$ cat src/rtl/ir_decoder.sv
// NEC infrared frame decoder: turns receiver pulses into a 3-bit drive command.
// Repeat codes keep ir_ready asserted while the remote button is held.
module ir_decoder #(
  parameter int unsigned clk_hz    = 25000000,
  parameter logic [7:0]  ADDR      = 8'h00,
  parameter logic [7:0]  KEY_ON    = 8'h45,
  parameter logic [7:0]  KEY_OFF   = 8'h46,
  parameter logic [7:0]  KEY_FWD   = 8'h18,
  parameter logic [7:0]  KEY_BWD   = 8'h52,
  parameter logic [7:0]  KEY_LEFT  = 8'h08,
  parameter logic [7:0]  KEY_RIGHT = 8'h5A,
  parameter logic [7:0]  KEY_STOP  = 8'h1C,
  parameter int unsigned HOLD_US   = 110000,
  // Divides every pulse window; 1 gives real NEC timing.
  parameter int unsigned TIME_DIV  = 1
) (
  input  logic       clk,
  input  logic       rst,
  input  logic       ir_rx,
  output logic       ir_ready,
  output logic [2:0] command,
  output logic       frame_err
);

  localparam int unsigned TickDiv = (clk_hz / 1000000 > 1) ? clk_hz / 1000000 : 1;
  localparam int unsigned PreW    = (TickDiv > 1) ? $clog2(TickDiv) : 1;
  localparam int unsigned HoldW   = $clog2(HOLD_US + 1);

  localparam logic [13:0] LeadMarkMin = 14'(8000 / TIME_DIV);
  localparam logic [13:0] LeadMarkMax = 14'(10000 / TIME_DIV);
  localparam logic [13:0] LeadDataMin = 14'(4000 / TIME_DIV);
  localparam logic [13:0] LeadDataMax = 14'(5000 / TIME_DIV);
  localparam logic [13:0] LeadRepMin  = 14'(1800 / TIME_DIV);
  localparam logic [13:0] LeadRepMax  = 14'(2700 / TIME_DIV);
  localparam logic [13:0] ShortMin    = 14'(400 / TIME_DIV);
  localparam logic [13:0] ShortMax    = 14'(750 / TIME_DIV);
  localparam logic [13:0] LongMin     = 14'(1400 / TIME_DIV);
  localparam logic [13:0] LongMax     = 14'(1900 / TIME_DIV);

  typedef enum logic [2:0] {
    StIdle, StLeadMark, StLeadSpace, StBitMark, StBitSpace, StStopMark, StRepMark
  } state_e;

  state_e           state_q, state_d;
  logic             rx_s1_q, rx_s2_q, rx_prev_q;
  logic             fall, rise;
  logic [PreW-1:0]  pre_q;
  logic             tick;
  logic [13:0]      dur_q;
  logic [31:0]      sr_q, sr_d;
  logic [5:0]       bitcnt_q, bitcnt_d;
  logic [HoldW-1:0] hold_q, hold_d;
  logic [2:0]       cmd_q, cmd_d;
  logic             ready_q, err_q, abort;
  logic [7:0]       f_addr, f_naddr, f_cmd, f_ncmd;
  logic             key_hit, frame_ok;
  logic [2:0]       key_code;

  function automatic logic in_win(input logic [13:0] v, input logic [13:0] lo,
                                  input logic [13:0] hi);
    return (v >= lo) && (v <= hi);
  endfunction

  // Line idles high, so the synchronizer resets to 1 to avoid a phantom fall.
  always_ff @(posedge clk) begin
    if (rst) begin
      rx_s1_q   <= 1'b1;
      rx_s2_q   <= 1'b1;
      rx_prev_q <= 1'b1;
    end else begin
      rx_s1_q   <= ir_rx;
      rx_s2_q   <= rx_s1_q;
      rx_prev_q <= rx_s2_q;
    end
  end

  assign fall = rx_prev_q & ~rx_s2_q;
  assign rise = ~rx_prev_q & rx_s2_q;
  assign tick = (pre_q == PreW'(TickDiv - 1));

  always_ff @(posedge clk) begin
    if (rst) begin
      pre_q <= '0;
      dur_q <= '0;
    end else begin
      pre_q <= tick ? '0 : pre_q + 1'b1;
      if (fall || rise) begin
        dur_q <= '0;
      end else if (tick && dur_q != 14'h3FFF) begin
        dur_q <= dur_q + 14'd1;
      end
    end
  end

  assign {f_ncmd, f_cmd, f_naddr, f_addr} = sr_q;

  always_comb begin
    key_hit  = 1'b1;
    key_code = 3'b111;
    if      (f_cmd == KEY_ON)    key_code = 3'd0;
    else if (f_cmd == KEY_OFF)   key_code = 3'd1;
    else if (f_cmd == KEY_FWD)   key_code = 3'd2;
    else if (f_cmd == KEY_BWD)   key_code = 3'd3;
    else if (f_cmd == KEY_LEFT)  key_code = 3'd4;
    else if (f_cmd == KEY_RIGHT) key_code = 3'd5;
    else if (f_cmd == KEY_STOP)  key_code = 3'd6;
    else                         key_hit  = 1'b0;
  end

  assign frame_ok = (f_addr == ADDR) && (f_naddr == ~f_addr) && (f_cmd == ~f_ncmd) && key_hit;

  always_comb begin
    state_d  = state_q;
    sr_d     = sr_q;
    bitcnt_d = bitcnt_q;
    cmd_d    = cmd_q;
    hold_d   = (tick && hold_q != '0) ? hold_q - 1'b1 : hold_q;
    abort    = 1'b0;
    unique case (state_q)
      StIdle: begin
        if (fall) state_d = StLeadMark;
      end
      StLeadMark: begin
        if (dur_q > LeadMarkMax) abort = 1'b1;
        else if (rise) begin
          if (in_win(dur_q, LeadMarkMin, LeadMarkMax)) state_d = StLeadSpace;
          else abort = 1'b1;
        end
      end
      StLeadSpace: begin
        if (dur_q > LeadDataMax) abort = 1'b1;
        else if (fall) begin
          if (in_win(dur_q, LeadDataMin, LeadDataMax)) begin
            state_d  = StBitMark;
            bitcnt_d = '0;
            sr_d     = '0;
          end else if (in_win(dur_q, LeadRepMin, LeadRepMax)) begin
            state_d = StRepMark;
          end else begin
            abort = 1'b1;
          end
        end
      end
      StBitMark: begin
        if (dur_q > ShortMax) abort = 1'b1;
        else if (rise) begin
          if (in_win(dur_q, ShortMin, ShortMax)) state_d = StBitSpace;
          else abort = 1'b1;
        end
      end
      StBitSpace: begin
        if (dur_q > LongMax) abort = 1'b1;
        else if (fall) begin
          if (in_win(dur_q, ShortMin, ShortMax) || in_win(dur_q, LongMin, LongMax)) begin
            // LSB-first: the first bit received ends up in sr_q[0].
            sr_d     = {in_win(dur_q, LongMin, LongMax), sr_q[31:1]};
            bitcnt_d = bitcnt_q + 6'd1;
            state_d  = (bitcnt_q == 6'd31) ? StStopMark : StBitMark;
          end else begin
            abort = 1'b1;
          end
        end
      end
      StStopMark: begin
        if (dur_q > ShortMax) abort = 1'b1;
        else if (rise) begin
          if (in_win(dur_q, ShortMin, ShortMax) && frame_ok) begin
            state_d = StIdle;
            cmd_d   = key_code;
            hold_d  = HoldW'(HOLD_US);
          end else begin
            abort = 1'b1;
          end
        end
      end
      StRepMark: begin
        if (dur_q > ShortMax) abort = 1'b1;
        else if (rise) begin
          // A repeat only extends a command that is still being held.
          if (in_win(dur_q, ShortMin, ShortMax) && hold_q != '0) begin
            state_d = StIdle;
            hold_d  = HoldW'(HOLD_US);
          end else begin
            abort = 1'b1;
          end
        end
      end
      default: state_d = StIdle;
    endcase
    if (abort) state_d = StIdle;
  end

  always_ff @(posedge clk) begin
    if (rst) begin
      state_q  <= StIdle;
      sr_q     <= '0;
      bitcnt_q <= '0;
      hold_q   <= '0;
      cmd_q    <= 3'b111;
      ready_q  <= 1'b0;
      err_q    <= 1'b0;
    end else begin
      state_q  <= state_d;
      sr_q     <= sr_d;
      bitcnt_q <= bitcnt_d;
      hold_q   <= hold_d;
      cmd_q    <= cmd_d;
      ready_q  <= (hold_d != '0);
      err_q    <= abort;
    end
  end

  assign ir_ready  = ready_q;
  assign command   = cmd_q;
  assign frame_err = err_q;

endmodule
$ cat config.mk
export PLATFORM = sky130hd
export DESIGN_NAME = ir_decoder
export DESIGN_NICKNAME = d
export VERILOG_FILES = /design/src/rtl/ir_decoder.sv
export SDC_FILE = /design/constraint.sdc
export NUM_CORES = 1
export LEC_CHECK = 0
export ABC_AREA = 1
export CORE_ASPECT_RATIO = 1.5
export CORE_MARGIN = 2
export CORE_UTILIZATION = 35
export DETAILED_ROUTE_END_ITERATION = 16
export GPL_TIMING_DRIVEN = 0
export HOLD_SLACK_MARGIN = 0.08
export SETUP_SLACK_MARGIN = 0.15
export SYNTH_ARGS = -nofsm -noshare
export SYNTH_HDL_FRONTEND = slang
export SYNTH_SLANG_ARGS = --single-unit
$ cat constraint.sdc
create_clock -name clk -period 2.65 [get_ports clk]
set_clock_uncertainty 0.05 [all_clocks]
set_input_delay 0.265 -clock clk [delete_from_list [all_inputs] [get_ports clk]]
set_output_delay 0.265 -clock clk [all_outputs]
set_load 0.03 [all_outputs]
# After elaboration in Yosys (flattened, before gate mapping)
# Cells that the tools add are included.
[classes]
bitwise_logic = 7
muxes = 78
addsub = 4
reduce_logical = 25
eq_ne = 38
n_lt_le_gt_ge = 14
[op_table]
columns = ["operator", "count"]
rows = [
  ["32-bit 2-to-1 mux", 6],
  ["17-bit 2-to-1 mux", 7],
  ["3-bit 2-to-1 mux", 25],
  ["32-bit one-hot mux with 2 select lines", 1],
  ["2-bit inequality test (second input constant)", 19],
  ["6-bit 2-to-1 mux", 6],
  ["17-bit one-hot mux with 2 select lines", 1],
  ["17-bit nonzero test", 2],
  ["8-bit by 7-bit == test with 1-bit output (second input constant)", 4],
  ["14-bit by 11-bit greater-or-equal comparator with 1-bit output (second input constant)", 2],
  ["1-bit 2-to-1 mux", 27],
  ["3-bit one-hot mux with 7 select lines", 1],
  ["19-bit AND reduction", 1],
  ["17-bit by 1-bit subtractor with 17-bit output (second input constant)", 1],
  ["8-bit by 5-bit == test with 1-bit output (second input constant)", 2],
  ["8-bit == test", 2],
  ["8-bit inverter", 2],
  ["14-bit by 1-bit adder with 14-bit output (second input constant)", 1],
  ["14-bit by 12-bit greater-or-equal comparator with 1-bit output (second input constant)", 1],
  ["14-bit by 13-bit greater-or-equal comparator with 1-bit output (second input constant)", 1],
  ["14-bit by 9-bit greater-or-equal comparator with 1-bit output (second input constant)", 1],
  ["14-bit by 10-bit > comparator with 1-bit output (second input constant)", 1],
  ["14-bit by 11-bit > comparator with 1-bit output (second input constant)", 1],
  ["14-bit by 13-bit > comparator with 1-bit output (second input constant)", 1],
  ["other kinds (29)", 50],
]
[word_totals]
input_bits = 3
ff_bits = 85
output_inout_bits = 5

# Depth between registers and ports, before layout
[depth]
depth_word = 15
depth_mapped = 18
depth_no_buf = 17

# Least setup slack after synthesis
# Ideal clock, no wire load.
[synth_timing]
kind = "reg2reg"
startpoint = "register hold_q[0]"
endpoint = "register ready_q (netlist: ir_ready)"
synth_period_minus_slack_ns = 1.916
path_slack_ns = 0.734
path_stages_with_launch = 15
arrival_ns = 1.738
setup_time_ns = 0.128
path_cell_list = "dfxtp_1 -> inv_1 -> ha_1 -> inv_1 -> nor2_1 -> nand3_1 -> nand2_2 -> inv_2 -> buf_2 -> o21ai_0 -> inv_1 -> o31ai_1 -> nand2_1 -> nor2_1 -> nor2_1"
[synth_via]
elab_chain_cells = 8
word_cells_on_any_way = 13
cone_classes = "1 x add/sub; 8 x mux; 4 x reduce/logical"
[synth_lines]
columns = ["element", "line", "rtl"]
rows = [
  ["start, declared", "52", "logic [HoldW-1:0] hold_q, hold_d;"],
  ["start signal, assigned", "206", "hold_q <= hold_d;"],
  ["branches (longest 6 deep; another with 17-bit by 1-bit subtractor with 17-bit output)", "n/a", ""],
  ["17-bit one-hot mux with 2 select lines *", "119", "unique case (state_q)"],
  ["17-bit nonzero test *", "208", "ready_q <= (hold_d != '0);"],
  ["end signal, assigned", "208", ""],
  ["end, declared", "54", "logic ready_q, err_q, abort;"],
]
# Mark *: on every way between the ends.
# A chain may end at the register's enable or synchronous reset.

# Worst setup path after layout
[layout_timing]
startpoint = "register dur_q[13]"
endpoint = "register sr_q[19]"
[layout_via]
elab_chain_cells = 5
word_cells_on_any_way = 17
cone_classes = "8 x order compare; 4 x eq/ne; 5 x reduce/logical"
[layout_lines]
columns = ["element", "line", "rtl"]
rows = [
  ["start, declared", "49", "logic [13:0] dur_q;"],
  ["start signal, assigned", "90", "dur_q <= dur_q + 14'd1;"],
  ["14-bit by 9-bit greater-or-equal comparator with 1-bit output (tied with other cells)", "61", "return (v >= lo) && (v <= hi);"],
  ["1-bit logical AND", "61", ""],
  ["1-bit logical OR", "154", "if (in_win(dur_q, ShortMin, ShortMax) || in_win(dur_q, LongMin, LongMax)) begin"],
  ["2-bit inequality test (no line)", "n/a", ""],
  ["7-bit AND reduction (no line) *", "n/a", ""],
  ["end signal, assigned", "204", "sr_q <= sr_d;"],
  ["end, declared", "50", "logic [31:0] sr_q, sr_d;"],
]
# Mark *: on every way between the ends. The rest lies on a longest branch, timed or not.

==> results_dict.tcl <==
set metrics [dict create \
    max_cap_violations 0 \
    dp_hpwl_microns 9788 \
    post_drt_wl_per_cell_microns 12.57 \
    drive_above_1_share 0.08293 \
    max_freq_mhz 434.7 \
    drt-total-wl_microns 12720 \
    min_period_over_period 0.8680 \
    clockRootBuffer "clkbuf_16" \
    antenna_cells 0 \
    critPathKind "register to register" \
    p_leak_nw 2.863 \
    clock_latency_ns 0.34 \
    drt_pre_antenna_iters 6 \
    fin_nets 827 \
    ys_warn_count 0 \
    worstPathRequired_ns 2.83 \
    setup_viol 0 \
    outcome "completed" \
    cts_tree "yes" \
    syn_inst 797 \
    synth_edf_count 0 \
    fill_cells 1546 \
    path_max_fanout 10 \
    worst-slew-pin-transition_ns 0.5365 \
    final_cells 1012 \
    numCtsBuffers 9 \
    synth_area_sq_um 5029 \
    start_util 0.3577 \
    cp_slowest_stage_delay_ns 0.34 \
    grt_use_total 0.1774 \
    vias 4912 \
    syn_avg_cell_area_sq_um 6.309 \
    grt_max_degree 15 \
    tns_ns 0 \
    hp-class "primary input to register" \
    die_width_microns 101.9 \
    synth-seq-cells 85 \
    hold_viol 0 \
    die_y_microns 150.8 \
    rows 53 \
    synth_flop_cell "dfxtp_1" \
    synth_seq_area_share 0.3384 \
    area_growth_pct 13.11 \
    viasPerCell 4.854 \
    crit_chain "inv_1 -> nand2_1 -> nor3_1 -> nand3_1 -> nand2_1 -> nand3_1 -> nand2_4 -> nand3_4 -> o21ai_4 -> buf_4 -> nor2_1" \
    clk_pin_slew_worst_paths_ns 0.06 \
    ant_nets 0 \
    clock-sinks 85 \
    ios 8 \
    synthDistinctLibCells 39 \
    rsz0062_at_grt "false" \
    grt_pass1_wl_microns 21470 \
    clockBufferDepth 2 \
    dieArea_sq_um 15360 \
    multi_input_area_sq_um 2899 \
    period_needed_ns 2.300 \
    grt-ovfl-total 0 \
    regArea_sq_um 1703 \
    place.gp.congestion 0.9092 \
    ir_drop_mv 0.2695 \
    antenna_found_initial 0 \
    core_area_sq_um 14060 \
    grt_pass1_vias 4604 \
    timing.slew.headroom 0.6423 \
    cp_data_arrival_time_ns 2.48 \
    htree_levels 3 \
    power_density_nw_per_um2 695.2 \
    dp_cells 995 \
    final_max_slew_viol_count 0 \
    drc 0 \
    final_cell_mix "nand2_1, nor2_1, inv_1, dfxtp_1, o21ai_0" \
    drtIter0Drc 319 \
    start_kind "register" \
    io_buffers 6 \
    ys_async_sr_fraction 0 \
    cpMaxStageDelayCell "dfxtp_1" \
    cts_hold_buf 0 \
    critPathCaptureType "register" \
    utilization 0.4046 \
    layout_commonest_cell "nand2_1" \
    r2r_slack_ns 0.35 \
    synth_fp_nets 809 \
]
-- synth_stat cells (all sizes together), types with 2 or more instances --
cell type | n | area, sq um
inv | 93 | 349.1
xnor2 | 6 | 52.55
o311ai | 2 | 17.52
a21oi | 22 | 110.1
xor2 | 17 | 148.9
buf | 16 | 98.84
ha | 9 | 112.6
nor2 | 145 | 559.3
nand2 | 216 | 823.3
nor3b | 2 | 15.01
nand4 | 15 | 93.84
nand3 | 44 | 260.3
nor3 | 33 | 176.4
a31oi | 10 | 62.56
clkbuf | 5 | 18.77
o21ai | 62 | 321.6
or2 | 4 | 25.02
o211ai | 3 | 22.52
dfxtp | 85 | 1702
-- state kept, by name (all words and copies together), names as in the netlist --
name / flops
frame_err: 1
state_q: 3
ir_ready: 1
hold_q: 17
command: 3
rx_s1_q: 1
bitcnt_q: 6
rx_prev_q: 1
pre_q: 5
rx_s2_q: 1
dur_q: 14
sr_q: 32
-- path summary, 6_finish.rpt --
check	from	to	depth (start not counted)
worst min register to register	rx_s1_q	rx_s2_q	1
worst max-delay path	dur_q[13]	sr_q[19]	11
worst min-delay path	rst	frame_err	2
worst max register to register	dur_q[13]	sr_q[19]	11
-- area by class of cell --
| type | count | area share |
|---|---|---|
| plain buffers | 21 | 0.02266 |
| clock buffers | 10 | 0.04201 |
| clock inverters | 6 | 0.01078 |
| inverters | 93 | 0.06137 |
| multi-input cells | 598 | 0.5097 |
| flip-flops and latches | 85 | 0.2994 |
| well taps | 192 | 0.04223 |
| repair buffers | 7 | 0.01188 |
-- report_power, final --
group          leakage (nW)  internal (mW)  switching, mW  total, mW
sequential            0.689           1.48          0.200       1.68
combinational          2.03          0.354          0.629      0.984
clock                 0.149          0.755          0.539       1.29
total                  2.86           2.59           1.37       3.95
-- logic make-up after synthesis --
logic type | share of synthesized area
xor gates and xnor gates | 0.04006
adders and majority gates | 0.02239
DFF | 0.3384
buffers and inverters | 0.09281
AOI/OAI and AO/OA | 0.1140
and+or+nand+nor | 0.3924
-- what timing repair did --
action                                  in CTS  in global routing
resized for setup                            0                 21
endpoints found under the setup margin       0                 31
buffers inserted                             0                  1
-- stage by stage --
stage          area [sq um]  total power, mW  hold WS (ns)  setup slack, ns
3_5_place_dp           5329            2.679        0.3491           0.2062
6_report               5688            3.954        0.3040           0.3497
4_1_cts                5629            3.993        0.3098           0.1725
5_1_grt                5688            4.238        0.3344           0.1474
3_3_place_gp           5329            2.673        0.3425           0.2450
2_1_floorplan          5029            2.419        0.3188           0.7345
-- worst max-delay path: cells and delay by family, from the launching register on --
family | cells | cell delay, ns
simple gates | 8 | 1.12
compound gates | 1 | 0.26
buf+inv | 2 | 0.42
flops | 1 | 0.34
-- routing by layer --
metal | vias to the layer above | wire length [microns] | global-route usage
li1 | 2589 | - | -
met3 | 28 | 329 | 0.03046
met1 | 2227 | 5358 | 0.1961
met4 | 0 | 464 | 0.08733
met5 | - | 0 | 0
met2 | 68 | 6566 | 0.3217
No activity file was read; power rests on OpenSTA's default activity.
